===== src/rtl/vga_timing_pkg.sv =====
// Shared VGA timing package: default 640x480@60 timing, derived totals and
// active-window starts, capture FSM state type and small counter helpers.
package vga_timing_pkg;

  // Default horizontal timing, in pixel clocks
  localparam int H_VISIBLE_DEF = 640;
  localparam int H_FP_DEF      = 16;
  localparam int H_SYNC_DEF    = 96;
  localparam int H_BP_DEF      = 48;

  // Default vertical timing, in lines
  localparam int V_VISIBLE_DEF = 480;
  localparam int V_FP_DEF      = 10;
  localparam int V_SYNC_DEF    = 2;
  localparam int V_BP_DEF      = 33;

  // Derived totals (800 clocks per line, 525 lines per frame)
  localparam int H_TOTAL_DEF = H_VISIBLE_DEF + H_FP_DEF + H_SYNC_DEF + H_BP_DEF;
  localparam int V_TOTAL_DEF = V_VISIBLE_DEF + V_FP_DEF + V_SYNC_DEF + V_BP_DEF;

  // First active pixel / line relative to the counters. The vertical start is
  // one lower because vsync falls mid-line, ahead of the hsync fall that
  // clears the line counter.
  localparam int H_ACT_START_DEF = H_SYNC_DEF + H_BP_DEF;
  localparam int V_ACT_START_DEF = V_SYNC_DEF + V_BP_DEF - 1;

  // Counter widths and saturation limits
  localparam int             CNT_W       = 10;
  localparam int             ADDR_W      = 19;
  localparam logic [9:0]     CNT_MAX     = 10'd1023;
  localparam logic [7:0]     ERR_CNT_MAX = 8'd255;

  // Lock acquisition states
  typedef enum logic [1:0] {
    ST_SEARCH = 2'd0,
    ST_VERIFY = 2'd1,
    ST_LOCKED = 2'd2
  } cap_state_e;

  // Saturating increment for the 10-bit position counters
  function automatic logic [9:0] sat_inc10(input logic [9:0] v);
    return (v == CNT_MAX) ? v : v + 10'd1;
  endfunction

  // Saturating increment for the 8-bit error counter
  function automatic logic [7:0] sat_inc8(input logic [7:0] v);
    return (v == ERR_CNT_MAX) ? v : v + 8'd1;
  endfunction

  // Half-open range test lo <= v < hi
  function automatic logic in_range10(input logic [9:0] v,
                                      input logic [9:0] lo,
                                      input logic [9:0] hi);
    return (v >= lo) && (v < hi);
  endfunction

endpackage


===== src/rtl/vga_capture.sv =====
// VGA capture: registers the incoming 12-bit RGB video with its sync pair,
// rebuilds pixel/line position from the sync edges, verifies line and frame
// lengths, acquires lock over two clean frame boundaries and, once locked,
// emits a write strobe with pixel data, coordinates and a linear address.
module vga_capture
  import vga_timing_pkg::*;
#(
  parameter int H_VISIBLE = H_VISIBLE_DEF,
  parameter int H_FP      = H_FP_DEF,
  parameter int H_SYNC    = H_SYNC_DEF,
  parameter int H_BP      = H_BP_DEF,
  parameter int V_VISIBLE = V_VISIBLE_DEF,
  parameter int V_FP      = V_FP_DEF,
  parameter int V_SYNC    = V_SYNC_DEF,
  parameter int V_BP      = V_BP_DEF
) (
  input  logic              i_clk25m,
  input  logic              i_rstn_clk25m,
  input  logic [3:0]        i_vga_red,
  input  logic [3:0]        i_vga_green,
  input  logic [3:0]        i_vga_blue,
  input  logic              i_vga_hsync,
  input  logic              i_vga_vsync,
  output logic              o_pix_valid,
  output logic [11:0]       o_pix_data,
  output logic [9:0]        o_pix_x,
  output logic [9:0]        o_pix_y,
  output logic [ADDR_W-1:0] o_pix_addr,
  output logic              o_frame_start,
  output logic              o_locked,
  output logic              o_err,
  output logic [7:0]        o_err_cnt
);

  // Timing derived from the parameters
  localparam int H_TOTAL = H_VISIBLE + H_FP + H_SYNC + H_BP;
  localparam int V_TOTAL = V_VISIBLE + V_FP + V_SYNC + V_BP;

  localparam logic [9:0] H_LAST   = 10'(H_TOTAL - 1);
  localparam logic [9:0] V_LAST   = 10'(V_TOTAL - 1);
  localparam logic [9:0] H_ACT_LO = 10'(H_SYNC + H_BP);
  localparam logic [9:0] H_ACT_HI = 10'(H_SYNC + H_BP + H_VISIBLE);
  localparam logic [9:0] V_ACT_LO = 10'(V_SYNC + V_BP - 1);
  localparam logic [9:0] V_ACT_HI = 10'(V_SYNC + V_BP - 1 + V_VISIBLE);

  // Input stage S1 and the previous S1 sync levels for edge detection
  logic        hs_s1_q, hs_s1_d;
  logic        vs_s1_q, vs_s1_d;
  logic        hs_prev_q, hs_prev_d;
  logic        vs_prev_q, vs_prev_d;
  logic [3:0]  red_s1_q, red_s1_d;
  logic [3:0]  grn_s1_q, grn_s1_d;
  logic [3:0]  blu_s1_q, blu_s1_d;

  // Position tracking and lock state
  logic [9:0]  hcnt_q, hcnt_d;
  logic [9:0]  vcnt_q, vcnt_d;
  logic        pend_q, pend_d;
  cap_state_e  state_q, state_d;

  // Registered outputs
  logic              valid_q, valid_d;
  logic [11:0]       data_q, data_d;
  logic [9:0]        x_q, x_d;
  logic [9:0]        y_q, y_d;
  logic [ADDR_W-1:0] addr_q, addr_d;
  logic              fstart_q, fstart_d;
  logic              locked_q, locked_d;
  logic              err_q, err_d;
  logic [7:0]        err_cnt_q, err_cnt_d;

  // Combinational event and window terms
  logic        hs_fall_s;
  logic        vs_fall_s;
  logic        boundary_s;
  logic        line_err_s;
  logic        frame_err_s;
  logic        sync_loss_s;
  logic        err_evt_s;
  logic        in_win_s;
  logic        first_pix_s;
  logic [9:0]  px_s;
  logic [9:0]  py_s;

  // Next-state logic for the input stage, counters, FSM and outputs
  always_comb begin
    // input stage simply follows the pins
    hs_s1_d   = i_vga_hsync;
    vs_s1_d   = i_vga_vsync;
    red_s1_d  = i_vga_red;
    grn_s1_d  = i_vga_green;
    blu_s1_d  = i_vga_blue;
    hs_prev_d = hs_s1_q;
    vs_prev_d = vs_s1_q;

    // sync edges are taken between S1 and its previous value
    hs_fall_s  = ~hs_s1_q & hs_prev_q;
    vs_fall_s  = ~vs_s1_q & vs_prev_q;
    // only a vsync fall seen on an earlier cycle qualifies this hsync fall,
    // so a coincident vsync fall waits for the next line
    boundary_s = hs_fall_s & pend_q;

    // horizontal counter: cleared on hsync fall, otherwise saturating count
    if (hs_fall_s) begin
      hcnt_d = 10'd0;
    end else begin
      hcnt_d = sat_inc10(hcnt_q);
    end

    // vertical counter advances only on line starts
    if (boundary_s) begin
      vcnt_d = 10'd0;
    end else if (hs_fall_s) begin
      vcnt_d = sat_inc10(vcnt_q);
    end else begin
      vcnt_d = vcnt_q;
    end

    // pending frame flag: set wins over the clear of a coincident boundary
    if (vs_fall_s) begin
      pend_d = 1'b1;
    end else if (boundary_s) begin
      pend_d = 1'b0;
    end else begin
      pend_d = pend_q;
    end

    // timing checks use the counters before they are cleared
    line_err_s  = hs_fall_s & (hcnt_q != H_LAST);
    frame_err_s = boundary_s & (vcnt_q != V_LAST);
    sync_loss_s = ~hs_fall_s & (hcnt_q == (CNT_MAX - 10'd1));
    err_evt_s   = (state_q != ST_SEARCH) & (line_err_s | frame_err_s | sync_loss_s);

    // lock acquisition
    case (state_q)
      ST_SEARCH: begin
        if (boundary_s) begin
          state_d = ST_VERIFY;
        end else begin
          state_d = ST_SEARCH;
        end
      end
      ST_VERIFY: begin
        if (err_evt_s) begin
          state_d = ST_SEARCH;
        end else if (boundary_s) begin
          state_d = ST_LOCKED;
        end else begin
          state_d = ST_VERIFY;
        end
      end
      ST_LOCKED: begin
        if (err_evt_s) begin
          state_d = ST_SEARCH;
        end else begin
          state_d = ST_LOCKED;
        end
      end
      default: begin
        state_d = ST_SEARCH;
      end
    endcase

    // the S1 pixel sits at position (hcnt_d, vcnt_d)
    in_win_s    = in_range10(hcnt_d, H_ACT_LO, H_ACT_HI) &
                  in_range10(vcnt_d, V_ACT_LO, V_ACT_HI);
    px_s        = hcnt_d - H_ACT_LO;
    py_s        = vcnt_d - V_ACT_LO;
    first_pix_s = (px_s == 10'd0) & (py_s == 10'd0);

    // using state_d stops the strobe on the very pixel an error is seen
    valid_d  = (state_d == ST_LOCKED) & in_win_s;
    fstart_d = valid_d & first_pix_s;
    locked_d = (state_d == ST_LOCKED);

    // pixel payload and address update only with a valid pixel
    if (valid_d) begin
      data_d = {red_s1_q, grn_s1_q, blu_s1_q};
      x_d    = px_s;
      y_d    = py_s;
      if (first_pix_s) begin
        addr_d = {ADDR_W{1'b0}};
      end else begin
        addr_d = addr_q + 19'd1;
      end
    end else begin
      data_d = data_q;
      x_d    = x_q;
      y_d    = y_q;
      addr_d = addr_q;
    end

    // error pulse and saturating error count
    err_d = err_evt_s;
    if (err_evt_s) begin
      err_cnt_d = sat_inc8(err_cnt_q);
    end else begin
      err_cnt_d = err_cnt_q;
    end
  end

  // State and output registers with asynchronous active-low reset
  always_ff @(posedge i_clk25m or negedge i_rstn_clk25m) begin
    if (!i_rstn_clk25m) begin
      hs_s1_q   <= 1'b1;
      vs_s1_q   <= 1'b1;
      hs_prev_q <= 1'b1;
      vs_prev_q <= 1'b1;
      red_s1_q  <= 4'd0;
      grn_s1_q  <= 4'd0;
      blu_s1_q  <= 4'd0;
      hcnt_q    <= 10'd0;
      vcnt_q    <= 10'd0;
      pend_q    <= 1'b0;
      state_q   <= ST_SEARCH;
      valid_q   <= 1'b0;
      data_q    <= 12'd0;
      x_q       <= 10'd0;
      y_q       <= 10'd0;
      addr_q    <= {ADDR_W{1'b0}};
      fstart_q  <= 1'b0;
      locked_q  <= 1'b0;
      err_q     <= 1'b0;
      err_cnt_q <= 8'd0;
    end else begin
      hs_s1_q   <= hs_s1_d;
      vs_s1_q   <= vs_s1_d;
      hs_prev_q <= hs_prev_d;
      vs_prev_q <= vs_prev_d;
      red_s1_q  <= red_s1_d;
      grn_s1_q  <= grn_s1_d;
      blu_s1_q  <= blu_s1_d;
      hcnt_q    <= hcnt_d;
      vcnt_q    <= vcnt_d;
      pend_q    <= pend_d;
      state_q   <= state_d;
      valid_q   <= valid_d;
      data_q    <= data_d;
      x_q       <= x_d;
      y_q       <= y_d;
      addr_q    <= addr_d;
      fstart_q  <= fstart_d;
      locked_q  <= locked_d;
      err_q     <= err_d;
      err_cnt_q <= err_cnt_d;
    end
  end

  assign o_pix_valid   = valid_q;
  assign o_pix_data    = data_q;
  assign o_pix_x       = x_q;
  assign o_pix_y       = y_q;
  assign o_pix_addr    = addr_q;
  assign o_frame_start = fstart_q;
  assign o_locked      = locked_q;
  assign o_err         = err_q;
  assign o_err_cnt     = err_cnt_q;

endmodule

===== config.mk =====
export PLATFORM = sky130hd
export DESIGN_NAME = vga_capture
export DESIGN_NICKNAME = d
export VERILOG_FILES = /design/src/rtl/vga_timing_pkg.sv /design/src/rtl/vga_capture.sv
export SDC_FILE = /design/constraint.sdc
export NUM_CORES = 1
export LEC_CHECK = 0
export CORE_AREA = 2 2 105 107
export CTS_CLUSTER_DIAMETER = 30
export DETAILED_ROUTE_END_ITERATION = 12
export DIE_AREA = 0 0 107 109
export PLACE_DENSITY = 0.85
export SYNTH_ARGS = -nofsm -noshare
export SYNTH_HDL_FRONTEND = slang
export SYNTH_SLANG_ARGS = --single-unit

===== constraint.sdc =====
create_clock -name i_clk25m -period 3.02 [get_ports i_clk25m]
set_input_delay 0.453 -clock i_clk25m [delete_from_list [all_inputs] [get_ports i_clk25m]]
set_output_delay 0.453 -clock i_clk25m [all_outputs]
set_load 0.02 [all_outputs]

==> results.toml <==
[route]
drt_iter0_drc = 339
totalWireLength_mm = 14.7
dr_wl_met2_mm = 7.51
highest_layer = "met4"
vias = 4738
routed-wl-met3_mm = 1.08
vias_per_cell = 5.92
drt-wirelength-per-cell_um = 18.4
wl_met1_mm = 5.68
drc = 0
ant_nets = 0
drt_first_pass_iters = 6

[sta]
period_share = 1.03
hold_violations = 0
relSlewSlack = 0.313
slew_violations = 0
setup_viol = 13
rsz0062_at_grt = "yes"
skew_ps = 15.8
hold_slack_ps = 237
tightest_slew_ps = 1030
fin_ws_ps = -97.7
final.min_clock_period_ps = 3120
setup_tns_ps = -735
maxClockFrequency_ghz = 0.321

[pwr]
seqPwrFrac = 0.501
p_clk_frac = 0.307
switchingPower_uw = 888
p_comb_frac = 0.192
p_total_mw = 3.01
swShare = 0.295
p_per_area_nw_per_um2 = 430
intPower_mw = 2.12
vdd_drop_max_mv = 0.338
leakage_nw = 2.98

[logic_synthesis]
synth_ff_type = "dfrtp_1"
synthSimpleGateAreaFrac = 0.238
synth_cell_type_count = 63
ys_async_sr_fraction = 1.00
synthXorXnorAreaFrac = 0.0382
synth_edf_count = 0
synth-adder-area-share = 0.0248
ys_seq_elements = 102
synth.largest_area_cell = "dfrtp_1"
syn_inst = 519
muxShareOfSynthArea = 0.00421
ys_seq_area_frac = 0.506
synth_area_leaders = "dfrtp_1 (49%), nand2_1 (7.7%), xnor2_1 (2.9%)"
yosys-top-cells-count = "nand2_1 (104), dfrtp_1 (98), nand3_1 (27), nor2_1 (22), o21ai_0 (20)"
yosysTopAreaCellShare = 0.486
avgSynthCellArea_um2 = 9.73
yosysWarnings = 0
synth_area_um2 = 5050
synth_compound_area_frac = 0.142
yosysMostFrequentCell = "nand2_1"
synth_top_family_by_area = "simple AND/OR/NAND/NOR gates"
synth_nets = 545

[worst_setup_path]
cp.arrival_ps = 3380
worstSetupPathType = "flop to flop"
required_ps = 3280
end_kind = "flop"
worst_setup_path_start_kind = "flop"
critPathMaxFanout = 8

[flow_run]
maxCapViolCount = 0

[outcome]
outcome = "finished, violations left"
failed_checks = "setup timing"

[clock_tree]
clkLatencyLatePin_ps = 380
cts_num_sinks = 102
cts_tree = "built"
htreeDepth = 3
clockBufferDepth = 2
ctsHoldBuffers = 0
clk_pin_slew_worst_paths_ps = 110
root_buffer = "clkbuf_8"
cts_inserted_buffers = 9

[cells_and_area]
final_area_um2 = 7000
drive_above_1_share = 0.248
area_delta_synth_final_pct = 38.7
stdcell_count = 801
diodes = 0
final_util = 0.661
finalNetCount = 682

[place]
portBuffers = 78
placed_area_um2 = 6260
dp_hpwl_mm = 9.25
place_congestion = 0.943
placed_cells = 767
dp_slack_ps = -260

[min_path]
hold_path_class = "primary input to async pin"

[floorplanning]
fp.dieW_um = 107
die-height_um = 109
core_area_um2 = 10600
placement_rows = 38
initial_utilization = 0.476
die-area_um2 = 11700
io_pins = 79

[grt]
grt_use_total = 0.237
grt_pass1_vias = 4476
grt_max_degree = 85
overflow = 0
antenna_found_initial = 0
grt_pass1_wl_mm = 21.8
[cells by family after synthesis]
group | count (synthesis)
flops | 102
fa+ha+maj | 10
buf+inv | 45
xor+xnor | 22
mux | 2
simple gates | 239
compound gates | 99
[power groups by stage]
stage          Sequential [mW]  Clock [mW]  Combinational (mW)
6_report                  1.51       0.925               0.576
5_1_grt                   1.52       0.993               0.630
4_1_cts                   1.50       0.928               0.514
3_5_place_dp              1.53           0               0.501
3_3_place_gp              1.52           0               0.487
2_1_floorplan             1.56           0               0.203
[metal layers]
layer,vias to the layer above,global-route usage
li1,2130,-
met1,2326,0.282
met2,233,0.402
met3,49,0.0693
met4,0,0.101
met5,-,0
[worst paths after layout]
kind                                startpoint  depth (start not counted)  slack [ps]                         to
max                        hcnt_q[1]$_DFF_PN0_                         15        -100  o_pix_addr[4]$_DFFE_PN0P_
min                              i_rstn_clk25m                          1         240  o_pix_data[6]$_DFFE_PN0P_
max reg2reg                hcnt_q[1]$_DFF_PN0_                         15        -100  o_pix_addr[4]$_DFFE_PN0P_
min reg2reg                vs_prev_d$_DFF_PN1_                          0         380        vs_prev_q$_DFF_PN1_
max in group asynchronous        i_rstn_clk25m                          2        2020     o_pix_y[5]$_DFFE_PN0P_
min in group i_clk25m      vs_prev_d$_DFF_PN1_                          0         380        vs_prev_q$_DFF_PN1_
[worst max-delay path: stages, from the launching register on]
cell and delay, ps:
dfrtp_1 390, ha_2 190, and3_4 230, nand4_1 120, a211oi_2 210, buf_4 180, inv_4 40, ha_4 160
inv_4 80, xnor2_4 90, nor4_4 250, and3_4 230, o2111ai_4 290, buf_6 260, a31oi_1 190, o31ai_1 100
[cells in the final DEF (no fill, tap or decap), types with 6 or more instances in the layout]
master and instances:
nor3_1 6, buf_4 61, o21ai_0 19, a31oi_1 15
ha_1 7, o31ai_1 6, clkdlybuf4s50_1 77, and2_1 9
nand3_1 22, nand2_1 103, clkbuf_8 10, nor2_1 21
buf_6 8, dfrtp_1 97, inv_1 16, nand4_1 10
xnor2_1 15, o311ai_2 6
[layout make-up]
type | instances | area, um^2
Clock buffer | 10 | 128
Clock inverter | 6 | 77.6
Fill cell | 771 | 3600
Inverter | 20 | 80.1
Multi-Input combinational cell | 375 | 2630
Sequential cell | 102 | 2560
Tap cell | 140 | 175
Timing Repair Buffer | 148 | 1350
[sequential cells by signal, summed over array words and instances, names as in the netlist]
name / count
o_pix_addr: 19
o_pix_y: 10
o_err_cnt: 8
o_locked: 1
state_q: 2
o_frame_start: 1
o_pix_x: 10
hs_prev_q: 1
o_err: 1
pend_q: 1
grn_s1_q: 4
vs_prev_q: 1
hcnt_q: 10
o_pix_data: 12
hs_prev_d: 1
red_s1_q: 4
vs_prev_d: 1
blu_s1_q: 4
o_pix_valid: 1
vcnt_q: 10
[what timing repair did]
item,4_1_cts,5_1_grt
resized for setup,12,80
gates cloned,2,4
endpoints found under the setup margin,20,55
pin swaps,0,20
buffers inserted,0,12
(Power assumes the default switching activity.)
